`config.mk`:
```
export PLATFORM = sky130hd
export DESIGN_NAME = dmem_lsu_ctrl
export DESIGN_NICKNAME = d
export VERILOG_FILES = /design/src/rtl/dmem_lsu_ctrl.sv
export SDC_FILE = /design/constraint.sdc
export NUM_CORES = 1
export LEC_CHECK = 0
export ABC_AREA = 1
export BUFFER_PORTS_ARGS = -buffer_cell sky130_fd_sc_hd__buf_2
export CORE_MARGIN = 5
export CORE_UTILIZATION = 37
export DETAILED_ROUTE_END_ITERATION = 12
export PLACE_DENSITY_LB_ADDON = 0.3
export SETUP_SLACK_MARGIN = 0.3
export SYNTH_ARGS = -nofsm -noshare
export SYNTH_HDL_FRONTEND = slang
export SYNTH_SLANG_ARGS = --single-unit
```
`constraint.sdc`:
```
create_clock -name clk -period 1.9 [get_ports clk]
set_input_delay 0.38 -clock clk [delete_from_list [all_inputs] [get_ports clk]]
set_output_delay 0.38 -clock clk [all_outputs]
set_load 0.05 [all_outputs]
```
`src/rtl/dmem_lsu_ctrl.sv`:
```
// -----------------------------------------------------------------------------
// dmem_lsu_ctrl
//
// Load/store initiator between the core's memory-request stage and a
// byte-enabled, single-port data memory with a registered read port.
//
// Each cycle it accepts at most one byte, halfword or word request over a
// valid/ready handshake.
//
// Stores
//   Issued to memory in the same cycle they are accepted. The memory-side
//   outputs are purely combinational from the request.
//
// Loads
//   The read strobe is issued in the acceptance cycle. The response is
//   presented one cycle later: the lane is extracted from the memory read
//   register and then sign- or zero-extended.
//
// Misaligned or reserved-size accesses never reach memory:
//   - a load returns an error response;
//   - a store raises a one-cycle st_err pulse.
//
// Ports
//   clk, rst_n      clock and asynchronous active-low reset
//
//   Request channel
//     req_valid / req_ready   handshake
//     req_is_ld               1 = load, 0 = store
//     req_size                00 byte, 01 half, 10 word, 11 reserved
//     req_signed              sign-extend load result
//     req_addr                byte address (ADDR_WIDTH+2 bits)
//     req_wdata               right-justified store data
//     req_tag                 load tag
//
//   Load response channel
//     ld_valid / ld_ready     handshake
//     ld_data                 extended load data
//     ld_tag                  tag of the response
//     ld_err                  response is for a misaligned or reserved load
//
//   Store error
//     st_err                  one-cycle pulse for a dropped store
//
//   Memory port
//     mem_valid_st            write strobe
//     mem_spec_ld             read strobe
//     mem_we                  byte-lane write enables
//     mem_addr                word address
//     mem_din                 lane-replicated store data
//     mem_dout                read data register
// -----------------------------------------------------------------------------
module dmem_lsu_ctrl #(
   parameter int ADDR_WIDTH = 10,
   parameter int TAG_WIDTH  = 5
) (
   input  logic                  clk,
   input  logic                  rst_n,

   // request channel
   input  logic                  req_valid,
   output logic                  req_ready,
   input  logic                  req_is_ld,
   input  logic [1:0]            req_size,
   input  logic                  req_signed,
   input  logic [ADDR_WIDTH+1:0] req_addr,
   input  logic [31:0]           req_wdata,
   input  logic [TAG_WIDTH-1:0]  req_tag,

   // load response channel
   output logic                  ld_valid,
   input  logic                  ld_ready,
   output logic [31:0]           ld_data,
   output logic [TAG_WIDTH-1:0]  ld_tag,
   output logic                  ld_err,

   // store error pulse
   output logic                  st_err,

   // data memory port
   output logic                  mem_valid_st,
   output logic                  mem_spec_ld,
   output logic [3:0]            mem_we,
   output logic [ADDR_WIDTH-1:0] mem_addr,
   output logic [31:0]           mem_din,
   input  logic [31:0]           mem_dout
);

   // access sizes
   localparam logic [1:0] SIZE_BYTE = 2'b00;
   localparam logic [1:0] SIZE_HALF = 2'b01;
   localparam logic [1:0] SIZE_WORD = 2'b10;

   // response state: IDLE = nothing pending, RESP = response on ld_*
   localparam logic [0:0] ST_IDLE = 1'b0;
   localparam logic [0:0] ST_RESP = 1'b1;

   // -------------------------------------------------------------------------
   // State and fields captured from an accepted load
   // -------------------------------------------------------------------------
   logic [0:0]           state_q;
   logic [1:0]           size_q;
   logic                 signed_q;
   logic [1:0]           offset_q;
   logic [TAG_WIDTH-1:0] tag_q;
   logic                 err_q;

   logic                 pending;
   logic [1:0]           req_offset;
   logic                 aligned;
   logic                 accept;
   logic                 ld_accept;
   logic                 st_accept;
   logic [3:0]           lane_we;
   logic [31:0]          lane_din;
   logic [7:0]           rd_byte;
   logic [15:0]          rd_half;
   logic [31:0]          rd_ext;

   assign pending    = (state_q == ST_RESP);
   assign req_offset = req_addr[1:0];

   // -------------------------------------------------------------------------
   // Request side
   // -------------------------------------------------------------------------

   // NOTE: every signal driven in an always_comb gets a default on entry, so
   // no path through the case statement can leave it unassigned and infer a
   // latch.
   always_comb begin
      aligned = 1'b0;
      case (req_size)
         SIZE_BYTE: aligned = 1'b1;
         SIZE_HALF: aligned = ~req_offset[0];
         SIZE_WORD: aligned = (req_offset == 2'b00);
         default:   aligned = 1'b0;
      endcase
   end

   // A slot frees up as soon as the pending response is being consumed, so
   // back-to-back loads run at one per cycle with ld_ready held high.
   assign req_ready = !pending || ld_ready;
   assign accept    = req_valid && req_ready;
   assign ld_accept = accept &&  req_is_ld;
   assign st_accept = accept && !req_is_ld;

   // Only an aligned access reaches memory. Loads and stores are mutually
   // exclusive by construction, so the two strobes can never coincide.
   assign mem_spec_ld  = ld_accept && aligned;
   assign mem_valid_st = st_accept && aligned;
   assign st_err       = st_accept && !aligned;

   assign mem_addr = req_addr[ADDR_WIDTH+1:2];

   // Store lanes: the data is replicated across all lanes so the memory only
   // needs the byte enables to pick the right one.
   always_comb begin
      lane_we  = 4'b0000;
      lane_din = req_wdata;
      case (req_size)
         SIZE_BYTE: begin
            lane_we  = 4'b0001 << req_offset;
            lane_din = {4{req_wdata[7:0]}};
         end
         SIZE_HALF: begin
            lane_we  = req_offset[1] ? 4'b1100 : 4'b0011;
            lane_din = {2{req_wdata[15:0]}};
         end
         SIZE_WORD: begin
            lane_we  = 4'b1111;
            lane_din = req_wdata;
         end
         default: begin
            lane_we  = 4'b0000;
            lane_din = req_wdata;
         end
      endcase
   end

   // Enables are gated by the write strobe. Loads, idle cycles, stalled
   // cycles and dropped stores therefore all present we = 0.
   assign mem_we  = mem_valid_st ? lane_we : 4'b0000;
   assign mem_din = lane_din;

   // -------------------------------------------------------------------------
   // Response state
   // -------------------------------------------------------------------------

   // NOTE: sequential state is updated with non-blocking assignments only, so
   // every register samples its pre-edge value regardless of statement order.
   always_ff @(posedge clk or negedge rst_n) begin
      if (!rst_n) begin
         state_q  <= ST_IDLE;
         size_q   <= SIZE_BYTE;
         signed_q <= 1'b0;
         offset_q <= 2'b00;
         tag_q    <= '0;
         err_q    <= 1'b0;
      end else begin
         if (ld_accept) begin
            // A new load replaces a completing response in the same edge.
            state_q  <= ST_RESP;
            size_q   <= req_size;
            signed_q <= req_signed;
            offset_q <= req_offset;
            tag_q    <= req_tag;
            err_q    <= !aligned;
         end else if (pending && ld_ready) begin
            state_q  <= ST_IDLE;
         end
      end
   end

   // -------------------------------------------------------------------------
   // Load data path
   // -------------------------------------------------------------------------

   // The memory read register holds its value until the next read strobe.
   // A store accepted while the response completes leaves it untouched.
   always_comb begin
      rd_byte = mem_dout[7:0];
      case (offset_q)
         2'd0:    rd_byte = mem_dout[7:0];
         2'd1:    rd_byte = mem_dout[15:8];
         2'd2:    rd_byte = mem_dout[23:16];
         default: rd_byte = mem_dout[31:24];
      endcase
   end

   assign rd_half = offset_q[1] ? mem_dout[31:16] : mem_dout[15:0];

   always_comb begin
      rd_ext = mem_dout;
      case (size_q)
         SIZE_BYTE: rd_ext = signed_q ? {{24{rd_byte[7]}}, rd_byte}
                                      : {24'h000000, rd_byte};
         SIZE_HALF: rd_ext = signed_q ? {{16{rd_half[15]}}, rd_half}
                                      : {16'h0000, rd_half};
         default:   rd_ext = mem_dout;
      endcase
   end

   assign ld_valid = pending;
   assign ld_tag   = tag_q;
   assign ld_err   = pending && err_q;

   // Error responses carry zero data. The memory was never read for them.
   assign ld_data  = err_q ? 32'h0000_0000 : rd_ext;

endmodule

```
======== Word-level counts from Yosys, hierarchy flattened ========
Cells that the tools add are included.
W data, S select, Z words.
word-level totals
  flip-flop bits (word level) ............. 12
  input bits .............................. 89
  word-level logic and storage cells ...... 43
operators by class
  equal/unequal tests ..................... 5
  shifts and indexed selects .............. 1
  multiplexer cells ....................... 13
  bitwise operators ....................... 1
  reductions and logical operators ........ 17
operators by type and width
  cell                   number
  $pmux W32 S2           2
  $mux W32               3
  $pmux W8 S3            1
  $mux W16               1
  $pmux W4 S3            1
  $logic_and A1 B1 Y1    8
  $logic_not A2 Y1       4
  $mux W4                2
  $eq A2 B1 Y1 const B   3
  $eq A2 B2 Y1 const B   2
  $shl A1 B2 Y4 const A  1
  $logic_not A1 Y1       3
  $pmux W1 S3            1
  $mux W1                2
  $reduce_bool A2 Y1     1
  $logic_or A1 B1 Y1     1
  $not A1 Y1             1

======== Depth between registers and ports, before layout ========
Gate-level depths: netlist of run 1.
  word-level depth ........................ 6
  gate-level depth with buffers ........... 9
  gate-level depth less buffers ........... 8

======== Worst setup path before layout of run 1 ========
Ideal clock, no wire load.
  path type ............................... flip-flop to output port
  start point ............................. register state_q (netlist: ld_valid)
  end point ............................... output mem_we[0]
  data arrival time ....................... 3.639 ns
  required time ........................... 1.520 ns
  setup slack ............................. -2.119 ns
  stages on the path, launching flop included .. 4
  path buffers ............................ 0
  cells stage by stage .................... dfrtp_1 -> nand2_1 -> nand3b_1 -> a2111oi_0
on the way
  word-level cells in the longest chain between the ends .. 6
ends and longest elaborated chain
  what                      line  RTL
  start: declaration        100   logic [0:0] state_q;
  start signal: assignment  192   state_q <= ST_IDLE;
  start signal: assignment  201   state_q <= ST_RESP;
  start signal: assignment  208   state_q <= ST_IDLE;
  $logic_not A1 Y1          141   assign req_ready = !pending || ld_ready;
  $logic_or A1 B1 Y1        141
  named net req_ready       61    output logic req_ready,
  $logic_and A1 B1 Y1       142   assign accept = req_valid && req_ready;
  $logic_and A1 B1 Y1       144   assign st_accept = accept && !req_is_ld;
  $logic_and A1 B1 Y1       149   assign mem_valid_st = st_accept && aligned;
  $mux W4                   181   assign mem_we = mem_valid_st ? lane_we : 4'b0000;
  end: declaration          82    output logic [3:0] mem_we,
The timed path passes the listed nets, and every way through them passes these cells.

======== Worst setup path after layout of run 1 ========
  start point ............................. register offset_q[1]
  end point ............................... output ld_data[21]
on the way
  word-level cells in the longest chain between the ends .. 5
ends and longest elaborated chain
  what                                        line  RTL
  start: declaration                          103   logic [1:0] offset_q;
  start signal: assignment                    204   offset_q <= req_offset;
  $eq A2 B2 Y1, or another cell as far along  221   case (offset_q)
  $pmux W8 S3                                 221
  $mux W32                                    234   SIZE_BYTE: rd_ext = signed_q ? {{24{rd_byte[7]}}, rd_byte}
  $pmux W32 S2 *                              233   case (size_q)
  $mux W32 *                                  247   assign ld_data = err_q ? 32'h0000_0000 : rd_ext;
  end: declaration                            72    output logic [31:0] ld_data,
Every way passes the cells marked *; elsewhere a longest branch is shown, timed or not.

==> results of run 1 <==
-- power by group through the flow --
stage	clock network [uW]	logic (uW)	registers, uW
2_1_floorplan	0	1310	416
3_3_place_gp	0	1760	340
3_5_place_dp	0	1780	343
4_1_cts	244	2140	341
5_1_grt	262	2470	359
6_report	247	2370	354
-- sequential cells by signal, summed over array words and instances, names as in the netlist --
signal    count
err_q         1
offset_q      2
size_q        2
ld_valid      1
signed_q      1
ld_tag        5
-- worst max-delay path, cell delays in order, from the launching register on --
cell                      delay (ns)
sky130_fd_sc_hd__dfrtp_2        0.46
sky130_fd_sc_hd__buf_6          0.16
sky130_fd_sc_hd__nand2_4        0.06
sky130_fd_sc_hd__nand3_4        0.09
sky130_fd_sc_hd__nand3_4        0.08
sky130_fd_sc_hd__nand3_2        0.09
sky130_fd_sc_hd__nand2_4        0.09
sky130_fd_sc_hd__buf_12         0.17
sky130_fd_sc_hd__nor2_4         0.10
sky130_fd_sc_hd__buf_8          0.15
-- worst paths after layout --
| kind | startpoint | end | slack (ns) | cells past startpoint |
|---|---|---|---|---|
| max | offset_q[1]$_DFFE_PN0P_ | ld_data[21] | -0.21 | 9 |
| min | rst_n | ld_tag[2]$_DFFE_PN0P_ | 0.01 | 1 |
| max reg2reg | ld_valid$_DFFE_PN0P_ | ld_tag[1]$_DFFE_PN0P_ | 0.33 | 8 |
| min reg2reg | ld_tag[1]$_DFFE_PN0P_ | ld_tag[1]$_DFFE_PN0P_ | 0.51 | 1 |
| max in group asynchronous | rst_n | offset_q[1]$_DFFE_PN0P_ | 1.64 | 1 |
| min in group clk | req_signed | signed_q$_DFFE_PN0P_ | 0.37 | 2 |
-- routing by layer --
metal | part of all wire, % | wire [microns]
met5 | 0 | 0
met4 | 4.4 | 455
met3 | 8.3 | 852
met2 | 53 | 5400
met1 | 35 | 3570
-- Yosys cell counts (all sizes together) --
library cell  number  area share, %
nand2            150             32
nor2              48             11
inv               27            5.7
buf               26             11
nand3             20            6.6
o21ai             15            4.2
dfrtp             12             17
a31oi              8            2.8
mux2               6            3.8
a21oi              4            1.1
clkbuf             4           0.84
or2                4            1.4
nand3b             3            1.3
a2111oi            1           0.49
clkinv             1           0.21
o211ai             1           0.42
o21a               1           0.42
-- logic make-up after synthesis --
family / after synthesis / synth area share, %
AND/OR/NAND/NOR: 225 / 52.4
buffers and inverters: 58 / 17.5
AO/OA/AOI/OAI: 30 / 9.48
flip-flops: 12 / 16.9
multiplexers: 6 / 3.79
-- per-stage QoR --
stage	utilization [%]	setup WS [ns]	hold WS, ns
after floorplan	-	-0.120	0.0844
after global placement	65.3	-0.0206	0.266
after detailed placement	65.3	-0.0340	0.271
after CTS	79.9	-0.181	0.0118
after global routing	88.9	-0.291	0.0276
final	88.9	-0.213	0.0115
-- repair_timing --
item | 4_1_cts | 5_1_grt
gates resized for setup | 162 | 106
pin swaps | 20 | 42
cloned | 2 | 0
hold buffers | 0 | 0
buffers inserted | 12 | 9
setup endpoints to repair | 56 | 64
-- final cells by class --
cell class | instances | share of cell area [%]
Multi-Input combinational cell | 261 | 44.1
Timing Repair Buffer | 205 | 41.9
Sequential cell | 12 | 7.32
Inverter | 28 | 4.05
Tap cell | 54 | 1.62
Clock buffer | 4 | 1.08
==> load_flow_metrics.sql, run 1 <==
INSERT INTO impl_metrics (metric_group, metric, value, unit) VALUES
('sta', 'max-slew-margin-rel', '79.5', '%'),
('job', 'timing.max_cap.violations', '0', ''),
('critical_path', 'cp-start-kind', 'register', ''),
('pwr', 'ir_drop', '0.338', 'mV'),
('clock_tree', 'clock_tree_from_tritoncts', 'done', ''),
('status', 'violations', 'negative setup slack', ''),
('pwr', 'combPwrFrac', '79.7', '%'),
('drt', 'drt-pass1-iter-count', '5', ''),
('critical_path', 'timing.critical_path.required', '1.52', 'ns'),
('global_route', 'grt_util_met3', '6.55', '%'),
('place', 'placement.io_buffers', '157', ''),
('final_layout', 'multi_input_comb_area', '0.00184', 'sq mm'),
('drt', 'drtAntennaViolNets', '0', ''),
('place', 'place.detailed.hpwl', '6.21', 'mm'),
('critical_path', 'setup.worst_path.end_class', 'primary output', ''),
('final_layout', 'antenna_cells_inserted', '0', ''),
('critical_path', 'worstPathMaxFanout', '8', ''),
('clock_tree', 'tritoncts.num_buffers', '3', ''),
('synthesis', 'synthesis.nets', '420', ''),
('global_route', 'antenna_found_initial', '0', ''),
('final_layout', 'commonest_non_fill_non_tap_cells_in_the_layout', '93 x sky130_fd_sc_hd__nand2_1, 91 x sky130_fd_sc_hd__buf_2, 48 x sky130_fd_sc_hd__buf_6', ''),
('synthesis', 'synth_seq_area_share', '16.9', '%'),
('floorplanning', 'design.die.area', '0.00630', 'sq mm'),
('global_route', 'grt_start_max_net_pins', '17', ''),
('global_route', 'grt_util_met2', '52.0', '%'),
('sta', 'min_period', '2.11', 'ns'),
('final_layout', 'layout.nets', '600', ''),
('floorplanning', 'floorplan.initialDensity', '38.0', '%'),
('final_layout', 'synthesis_to_finish_area_growth', '134', '%'),
('final_layout', 'fin_area', '0.00417', 'sq mm'),
('drt', 'drcViolationCount', '0', ''),
('global_route', 'grt_pass1_wl', '13.8', 'mm'),
('sta', 'tightest_slew', '0.307', 'ns'),
('pwr', 'swShare', '55.3', '%'),
('global_route', 'grt_pass1_vias', '2974', ''),
('global_route', 'grt_overflow', '0', ''),
('synthesis', 'postSynthAreaPerCell', '5.38', 'sq um'),
('clock_tree', 'clock_path_buffers', '2', ''),
('clock_tree', 'tritoncts_num_sinks', '12', ''),
('sta', 'tns', '-5.56', 'ns'),
('synthesis', 'netlist_area', '0.00178', 'sq mm'),
('pwr', 'clockPowerShare', '8.3', '%'),
('synthesis', 'synth.yosys.warnings', '0', ''),
('drt', 'drt_iter0_drc', '227', ''),
('sta', 'fin_crit_sh', '111', '%'),
('pwr', 'switching_power', '1640', 'uW'),
('drt', 'wire_per_inst', '18.2', 'microns'),
('drt', 'avg_vias_per_cell', '5.40', ''),
('final_layout', 'mostFrequentLayoutCell', 'sky130_fd_sc_hd__nand2_1', ''),
('synthesis', 'synth.lib_cells_used.distinct', '27', ''),
('pwr', 'cell_internal_pwr', '1330', 'uW'),
('global_route', 'met1_usage', '28.5', '%'),
('floorplanning', 'ios', '178', ''),
('floorplanning', 'core_area', '0.00469', 'sq mm'),
('sta', 'postLayoutSetupSlackWorst', '-0.213', 'ns'),
('status', 'result_of_the_run', 'finished with violations', ''),
('drt', 'wirelength', '10.3', 'mm'),
('global_route', 'grt-busiest-layer', 'met2', ''),
('clock_tree', 'htreeDepth', '1', ''),
('pwr', 'power.density', '711', 'mW/mm^2'),
('sta', 'setup-violations-final', '32', ''),
('clock_tree', 'clk_pin_slew', '0.05', 'ns'),
('sta', 'rsz_0062_raised_after_global_routing', 'yes', ''),
('sta', 'timing.clock.skew', '0.00149', 'ns'),
('final_layout', 'register_area', '305', 'sq um'),
('sta', 'slew_viol_final', '0', ''),
('drt', 'via_count', '3048', ''),
('final_layout', 'drive_above_1_share', '70.4', '%'),
('synthesis', 'post_synth_inst_count', '331', ''),
('sta', 'max_freq', '473', 'MHz'),
('pwr', 'seqPwrFrac', '11.9', '%');
Power figures use the tool's default switching activity.
==> inputs of run 2 (changes only) <==
--- a/config.mk
+++ b/config.mk
@@ -6,12 +6,13 @@
 export NUM_CORES = 1
 export LEC_CHECK = 0
 export ABC_AREA = 1
-export BUFFER_PORTS_ARGS = -buffer_cell sky130_fd_sc_hd__buf_2
 export CORE_MARGIN = 5
-export CORE_UTILIZATION = 37
+export CORE_UTILIZATION = 40
 export DETAILED_ROUTE_END_ITERATION = 12
+export DONT_BUFFER_PORTS = 1
 export PLACE_DENSITY_LB_ADDON = 0.3
 export SETUP_SLACK_MARGIN = 0.3
+export SKIP_CTS_REPAIR_TIMING = 1
 export SYNTH_ARGS = -nofsm -noshare
 export SYNTH_HDL_FRONTEND = slang
 export SYNTH_SLANG_ARGS = --single-unit
==> constraint.sdc (replaced) <==
create_clock -name clk -period 2.3 [get_ports clk]
set_input_delay 0.46 -clock clk [delete_from_list [all_inputs] [get_ports clk]]
set_output_delay 0.46 -clock clk [all_outputs]
set_load 0.05 [all_outputs]
==> run 2 against run 1 <==
The flow now finishes without violations. Wire length is 30% lower. Sequential power hardly changed. Core utilization down 23 points. Sequential share of layout area grew 3.4 points. Worst hold slack better by 0.36 ns. Via count is 25% lower. Clock skew up 0.0022 ns. Die area shrank 6.6%. Critical path depth unchanged. Register-to-register slack gained 0.45 ns. First-iteration DRC count fell by 29%. Highest routed layer unchanged.
==> load_flow_metrics.sql, run 2 (same netlist as run 1, synthesis figures left out) <==
INSERT INTO impl_metrics (metric_group, metric, value, unit) VALUES
('status', 'result_of_the_run', 'complete, no violations', ''),
('floorplanning', 'row_count', '24', ''),
('pwr', 'switching_power', '1100', 'uW'),
('global_route', 'grt_pass1_vias', '2100', ''),
('sta', 'slew_viol_final', '0', ''),
('job', 'timing.max_cap.violations', '0', ''),
('final_layout', 'mostFrequentLayoutCell', 'sky130_fd_sc_hd__nand2_1', ''),
('place', 'place.detailed.instances', '409', ''),
('final_layout', 'commonest_non_fill_non_tap_cells_in_the_layout', '142 x sky130_fd_sc_hd__nand2_1, 25 x sky130_fd_sc_hd__buf_4, 23 x sky130_fd_sc_hd__nor2_1, 23 x sky130_fd_sc_hd__nor2_4, 18 x sky130_fd_sc_hd__inv_1', ''),
('pwr', 'combPwrFrac', '72.2', '%'),
('critical_path', 'setup.worst_path.end_class', 'primary output', ''),
('floorplanning', 'floorplan.initialDensity', '41.2', '%'),
('clock_tree', 'clk_pin_slew', '0.05', 'ns'),
('global_route', 'global_route.usage.total', '20.2', '%'),
('final_layout', 'largest_register_ffs', '5', ''),
('global_route', 'grt_overflow', '0', ''),
('min_path', 'min-delay-path-class', 'input port to register', ''),
('clock_tree', 'htreeDepth', '1', ''),
('clock_tree', 'tritoncts_num_sinks', '12', ''),
('drt', 'avg_vias_per_cell', '5.41', ''),
('sta', 'setup-violations-final', '0', ''),
('drt', 'wirelength', '7.17', 'mm'),
('pwr', 'p_leak', '0.00138', 'uW'),
('clock_tree', 'tritoncts.num_buffers', '3', ''),
('global_route', 'grt_pass1_wl', '10.1', 'mm'),
('sta', 'tightest_slew', '0.537', 'ns'),
('pwr', 'cell_internal_pwr', '877', 'uW'),
('global_route', 'grt_start_max_net_pins', '22', ''),
('floorplanning', 'die_height', '76.7', 'microns'),
('pwr', 'seqPwrFrac', '18.0', '%'),
('drt', 'via_count', '2294', ''),
('sta', 'timing.clock.skew', '0.00372', 'ns'),
('pwr', 'clockPowerShare', '9.8', '%'),
('place', 'place.detailed.hpwl', '5.43', 'mm'),
('critical_path', 'timing.critical_path.required', '1.84', 'ns'),
('final_layout', 'synthesis_to_finish_area_growth', '60.5', '%'),
('drt', 'wire_per_inst', '16.9', 'microns'),
('final_layout', 'finalCoreUtilization', '66.1', '%'),
('sta', 'postLayoutSetupSlackWorst', '0.0610', 'ns'),
('final_layout', 'fillCellCount', '368', ''),
('floorplanning', 'design.die.area', '0.00589', 'sq mm'),
('sta', 'worst_hold_slack', '0.375', 'ns'),
('critical_path', 'worst_path_max_delay_cell', 'sky130_fd_sc_hd__dfrtp_2', ''),
('place', 'pre_cts_ws', '0.258', 'ns'),
('clock_tree', 'clock_tree_from_tritoncts', 'done', ''),
('final_layout', 'fin_cells', '424', ''),
('drt', 'drtAntennaViolNets', '0', ''),
('final_layout', 'drive_above_1_share', '36.0', '%'),
('sta', 'hold_violation_count_in_the_final_report', '0', ''),
('place', 'placement.io_buffers', '0', ''),
('drt', 'drt-pass1-iter-count', '4', ''),
('clock_tree', 'insertion_delay', '0.24', 'ns'),
('drt', 'drcViolationCount', '0', ''),
('floorplanning', 'fp.dieW', '76.7', 'microns'),
('final_layout', 'layout.nets', '462', ''),
('critical_path', 'largest_stage_delay_on_the_critical_path', '0.47', 'ns'),
('floorplanning', 'core_area', '0.00432', 'sq mm'),
('critical_path', 'critical_path_arrival', '1.78', 'ns'),
('global_route', 'antenna_found_initial', '0', ''),
('sta', 'min_period', '2.24', 'ns'),
('critical_path', 'crit_path_cell_trace', 'buf_6 > nand2_2 > o21ai_1 > nor2_1 > nand2_1 > nand3_4 > nand2_8 > nor2_4 > buf_8', ''),
('critical_path', 'timing_worst_setup_path_type', 'register to primary output', ''),
('pwr', 'power.density', '693', 'mW/mm^2'),
('sta', 'fin_crit_sh', '97.3', '%'),
('critical_path', 'cp-start-kind', 'register', ''),
('clock_tree', 'root_buffer', 'sky130_fd_sc_hd__clkbuf_8', ''),
('pwr', 'ir_drop', '0.284', 'mV'),
('critical_path', 'worstPathMaxFanout', '8', ''),
('clock_tree', 'clock_path_buffers', '2', ''),
('sta', 'max-slew-margin-rel', '64.1', '%'),
('floorplanning', 'ios', '178', ''),
('place', 'routabilityCongestion', '0.835', ''),
('drt', 'drt_iter0_drc', '162', ''),
('pwr', 'swShare', '55.7', '%'),
('final_layout', 'antenna_cells_inserted', '0', ''),
('sta', 'max_freq', '447', 'MHz'),
('sta', 'rsz_0062_raised_after_global_routing', 'yes', '');
run 2: final timing paths:
check                                        startpoint                    end  slack, ns  depth (start not counted)
worst max-delay path            offset_q[1]$_DFFE_PN0P_            ld_data[30]       0.06                          9
worst min-delay path                         req_tag[3]  ld_tag[3]$_DFFE_PN0P_       0.37                          1
worst max register to register     ld_valid$_DFFE_PN0P_  ld_tag[0]$_DFFE_PN0P_       0.78                          4
worst min register to register    size_q[0]$_DFFE_PN0P_  size_q[0]$_DFFE_PN0P_       0.56                          2
max in group asynchronous                         rst_n   ld_valid$_DFFE_PN0P_       1.25                          1
min in group asynchronous                         rst_n      err_q$_DFFE_PN0P_       0.65                          1
run 2: critical path: cells and delay by family, from the launching register on:
| kind | cells | cell delay (ns) |
|---|---|---|
| buffers and inverters | 2 | 0.31 |
| and+or+nand+nor | 6 | 0.69 |
| AOI/OAI and AO/OA | 1 | 0.05 |
| DFF | 1 | 0.47 |
run 2: area by class of cell:
cell class              count  area (sq um)  area share, %
multi-input cells         262          1500           52.3
repair buffers             66           831           29.1
flip-flops and latches     12           307           10.7
inverters                  28           115           4.03
well taps                  52          65.1           2.28
clock buffers               4          45.0           1.58
run 2: power groups by stage:
stage               Sequential (uW)  Clock (uW)  Combinational [uW]
finish                          357         194                1430
floorplan                       342           0                 936
global route                    362         213                1520
CTS                             351         196                1180
global placement                352           0                1160
detailed placement              354           0                1180
run 2: metrics by stage:
stage	setup TNS (ns)	total power, uW	area, sq um
6_report	0	1980	2860
4_1_cts	-0.00361	1730	2410
5_1_grt	-0.0822	2090	2860
3_3_place_gp	0	1520	2360
2_1_floorplan	0	1280	1880
3_5_place_dp	0	1530	2360
run 2: metal layers:
metal / track usage [%] / wire length [microns] / vias to the layer above
met5: 0 / 0 / -
met4: 5.42 / 115 / 0
met3: 4.92 / 807 / 12
met2: 39.2 / 4020 / 143
met1: 21.1 / 2220 / 1038
li1: - / - / 1101
==> inputs of run 3 (changes only) <==
--- a/config.mk
+++ b/config.mk
@@ -10,7 +10,6 @@
 export CORE_UTILIZATION = 40
 export DETAILED_ROUTE_END_ITERATION = 12
 export DONT_BUFFER_PORTS = 1
-export PLACE_DENSITY_LB_ADDON = 0.3
 export SETUP_SLACK_MARGIN = 0.3
 export SKIP_CTS_REPAIR_TIMING = 1
 export SYNTH_ARGS = -nofsm -noshare
==> run 3 against run 2 <==
Worst hold slack lost 0.011 ns. Largest power group unchanged. Highest routed layer unchanged. Via count shrank 0.57%. Cell count is the same. Critical endpoint is now ld_data[19].
==> load_flow_metrics.sql, run 3 (same netlist as run 1, synthesis figures left out) <==
INSERT INTO impl_metrics (metric_group, metric, value, unit) VALUES
('global_route', 'antenna_found_initial', '0', ''),
('drt', 'drt_iter0_drc', '135', ''),
('floorplanning', 'die_height', '76.7', 'microns'),
('pwr', 'p_leak', '0.00139', 'uW'),
('final_layout', 'mostFrequentLayoutCell', 'sky130_fd_sc_hd__nand2_1', ''),
('drt', 'drtAntennaViolNets', '0', ''),
('clock_tree', 'clk_pin_slew', '0.05', 'ns'),
('sta', 'rsz_0062_raised_after_global_routing', 'yes', ''),
('clock_tree', 'htreeDepth', '1', ''),
('status', 'result_of_the_run', 'complete, no violations', ''),
('final_layout', 'antenna_cells_inserted', '0', ''),
('global_route', 'grt_start_max_net_pins', '22', ''),
('critical_path', 'crit_path_cell_trace', 'buf_6 > nand2_2 > o21ai_1 > nor2_1 > nand2_1 > nand3_4 > nand2_8 > nor2_4 > buf_8', ''),
('clock_tree', 'root_buffer', 'sky130_fd_sc_hd__clkbuf_8', ''),
('global_route', 'global_route.usage.total', '20.9', '%'),
('sta', 'fin_crit_sh', '98.4', '%'),
('sta', 'min_period', '2.26', 'ns'),
('critical_path', 'regToRegStartpoint', 'ld_valid$_DFFE_PN0P_', ''),
('floorplanning', 'row_count', '24', ''),
('critical_path', 'timing_worst_setup_path_type', 'register to primary output', ''),
('drt', 'via_count', '2281', ''),
('clock_tree', 'tritoncts_num_sinks', '12', ''),
('drt', 'wire_per_inst', '16.8', 'microns'),
('critical_path', 'path_delay_family', 'simple AND/OR/NAND/NOR gates', ''),
('sta', 'tightest_slew', '0.661', 'ns'),
('critical_path', 'count_of_buffer_and_inverter_cells_on_the_critical_path', '2', ''),
('critical_path', 'worst_path_max_delay_cell', 'sky130_fd_sc_hd__dfrtp_2', ''),
('critical_path', 'cp-start-kind', 'register', ''),
('min_path', 'min-delay-path-class', 'input port to register', ''),
('min_path', 'hold_path_startpoint', 'req_tag[4]', ''),
('critical_path', 'critical_path_arrival', '1.80', 'ns'),
('sta', 'tns', '0', 'ns'),
('floorplanning', 'design.die.area', '0.00589', 'sq mm'),
('floorplanning', 'floorplan.initialDensity', '41.2', '%'),
('drt', 'drcViolationCount', '0', ''),
('critical_path', 'setup.worst_path.end_class', 'primary output', ''),
('sta', 'timing.clock.skew', '0.00238', 'ns'),
('job', 'timing.max_cap.violations', '0', ''),
('drt', 'drt-pass1-iter-count', '4', ''),
('critical_path', 'largest_stage_delay_on_the_critical_path', '0.44', 'ns'),
('sta', 'slew_viol_final', '0', ''),
('critical_path', 'crit_start', 'offset_q[1]$_DFFE_PN0P_', ''),
('sta', 'setup-violations-final', '0', ''),
('floorplanning', 'fp.dieW', '76.7', 'microns'),
('pwr', 'ir_drop', '0.286', 'mV'),
('drt', 'avg_vias_per_cell', '5.38', ''),
('clock_tree', 'clock_path_buffers', '2', ''),
('sta', 'max-slew-margin-rel', '55.9', '%'),
('final_layout', 'finalCoreUtilization', '65.3', '%'),
('critical_path', 'worstPathMaxFanout', '8', ''),
('global_route', 'grt_pass1_wl', '10.3', 'mm'),
('final_layout', 'largest_register_ffs', '5', ''),
('sta', 'hold_violation_count_in_the_final_report', '0', ''),
('final_layout', 'drive_above_1_share', '34.9', '%'),
('final_layout', 'commonest_non_fill_non_tap_cells_in_the_layout', '145 x sky130_fd_sc_hd__nand2_1, 26 x sky130_fd_sc_hd__buf_4, 23 x sky130_fd_sc_hd__nor2_1', ''),
('pwr', 'power.density', '706', 'mW/mm^2'),
('final_layout', 'layout.nets', '462', ''),
('floorplanning', 'ios', '178', ''),
('place', 'place.detailed.hpwl', '5.38', 'mm'),
('clock_tree', 'insertion_delay', '0.24', 'ns'),
('final_layout', 'synthesis_to_finish_area_growth', '58.4', '%'),
('sta', 'max_freq', '442', 'MHz'),
('place', 'placement.io_buffers', '0', ''),
('clock_tree', 'tritoncts.num_buffers', '3', ''),
('clock_tree', 'clock_tree_from_tritoncts', 'done', ''),
('global_route', 'grt_overflow', '0', ''),
('floorplanning', 'core_area', '0.00432', 'sq mm'),
('critical_path', 'timing.critical_path.required', '1.84', 'ns'),
('global_route', 'grt_pass1_vias', '2162', ''),
('place', 'routabilityCongestion', '0.874', ''),
('drt', 'wirelength', '7.13', 'mm');
run 3: path summary, 6_finish.rpt:
path | to | slack (ns) | cells after the start
max | ld_data[19] | 0.04 | 9
min | ld_tag[4]$_DFFE_PN0P_ | 0.36 | 1
max reg2reg | ld_tag[1]$_DFFE_PN0P_ | 0.77 | 4
min reg2reg | size_q[0]$_DFFE_PN0P_ | 0.56 | 2
max in group asynchronous | ld_valid$_DFFE_PN0P_ | 1.28 | 1
min in group asynchronous | ld_tag[0]$_DFFE_PN0P_ | 0.63 | 1
run 3: power by group:
group / internal [uW] / leakage [uW] / total [uW] / switching (uW)
clock: 151 / 0.0000288 / 227 / 76.3
combinational: 491 / 0.00123 / 1410 / 916
sequential: 249 / 0.000138 / 359 / 110
run 3: metrics by stage:
step                      instances  hold WS [ns]  cell area, sq um  worst slack (ns)  power, uW
final                           424         0.364              2820            0.0376       1990
after floorplan                 331         0.164              1880            0.0785       1280
after CTS                       415       -0.0919              2430          -0.00189       1770
after detailed placement        411         0.165              2380             0.266       1540
after global routing            424         0.366              2820           -0.0828       2090
after global placement          411         0.165              2380             0.316       1530
run 3: area by class of cell:
| class | count | area, sq um |
|---|---|---|
| well taps | 52 | 65.1 |
| inverters | 28 | 108 |
| flip-flops and latches | 12 | 308 |
| clock buffers | 4 | 55.1 |
| fillers | 372 | 1500 |
| multi-input cells | 262 | 1480 |
| repair buffers | 66 | 803 |
run 3: worst reg2reg max path, stage by stage, from the launching register on:
cell and delay [ns]:
sky130_fd_sc_hd__dfrtp_4 0.55, sky130_fd_sc_hd__nand2_8 0.14, sky130_fd_sc_hd__nand3_1 0.13, sky130_fd_sc_hd__buf_4 0.22
sky130_fd_sc_hd__mux2_2 0.36
run 3: layer usage:
| layer | vias to the layer above | wire (microns) | global-route usage (%) |
|---|---|---|---|
| met5 | - | 0 | 0 |
| met4 | 0 | 110 | 6.99 |
| met3 | 17 | 825 | 8.78 |
| met2 | 149 | 3700 | 36.5 |
| met1 | 1014 | 2490 | 22.4 |
| li1 | 1101 | - | - |
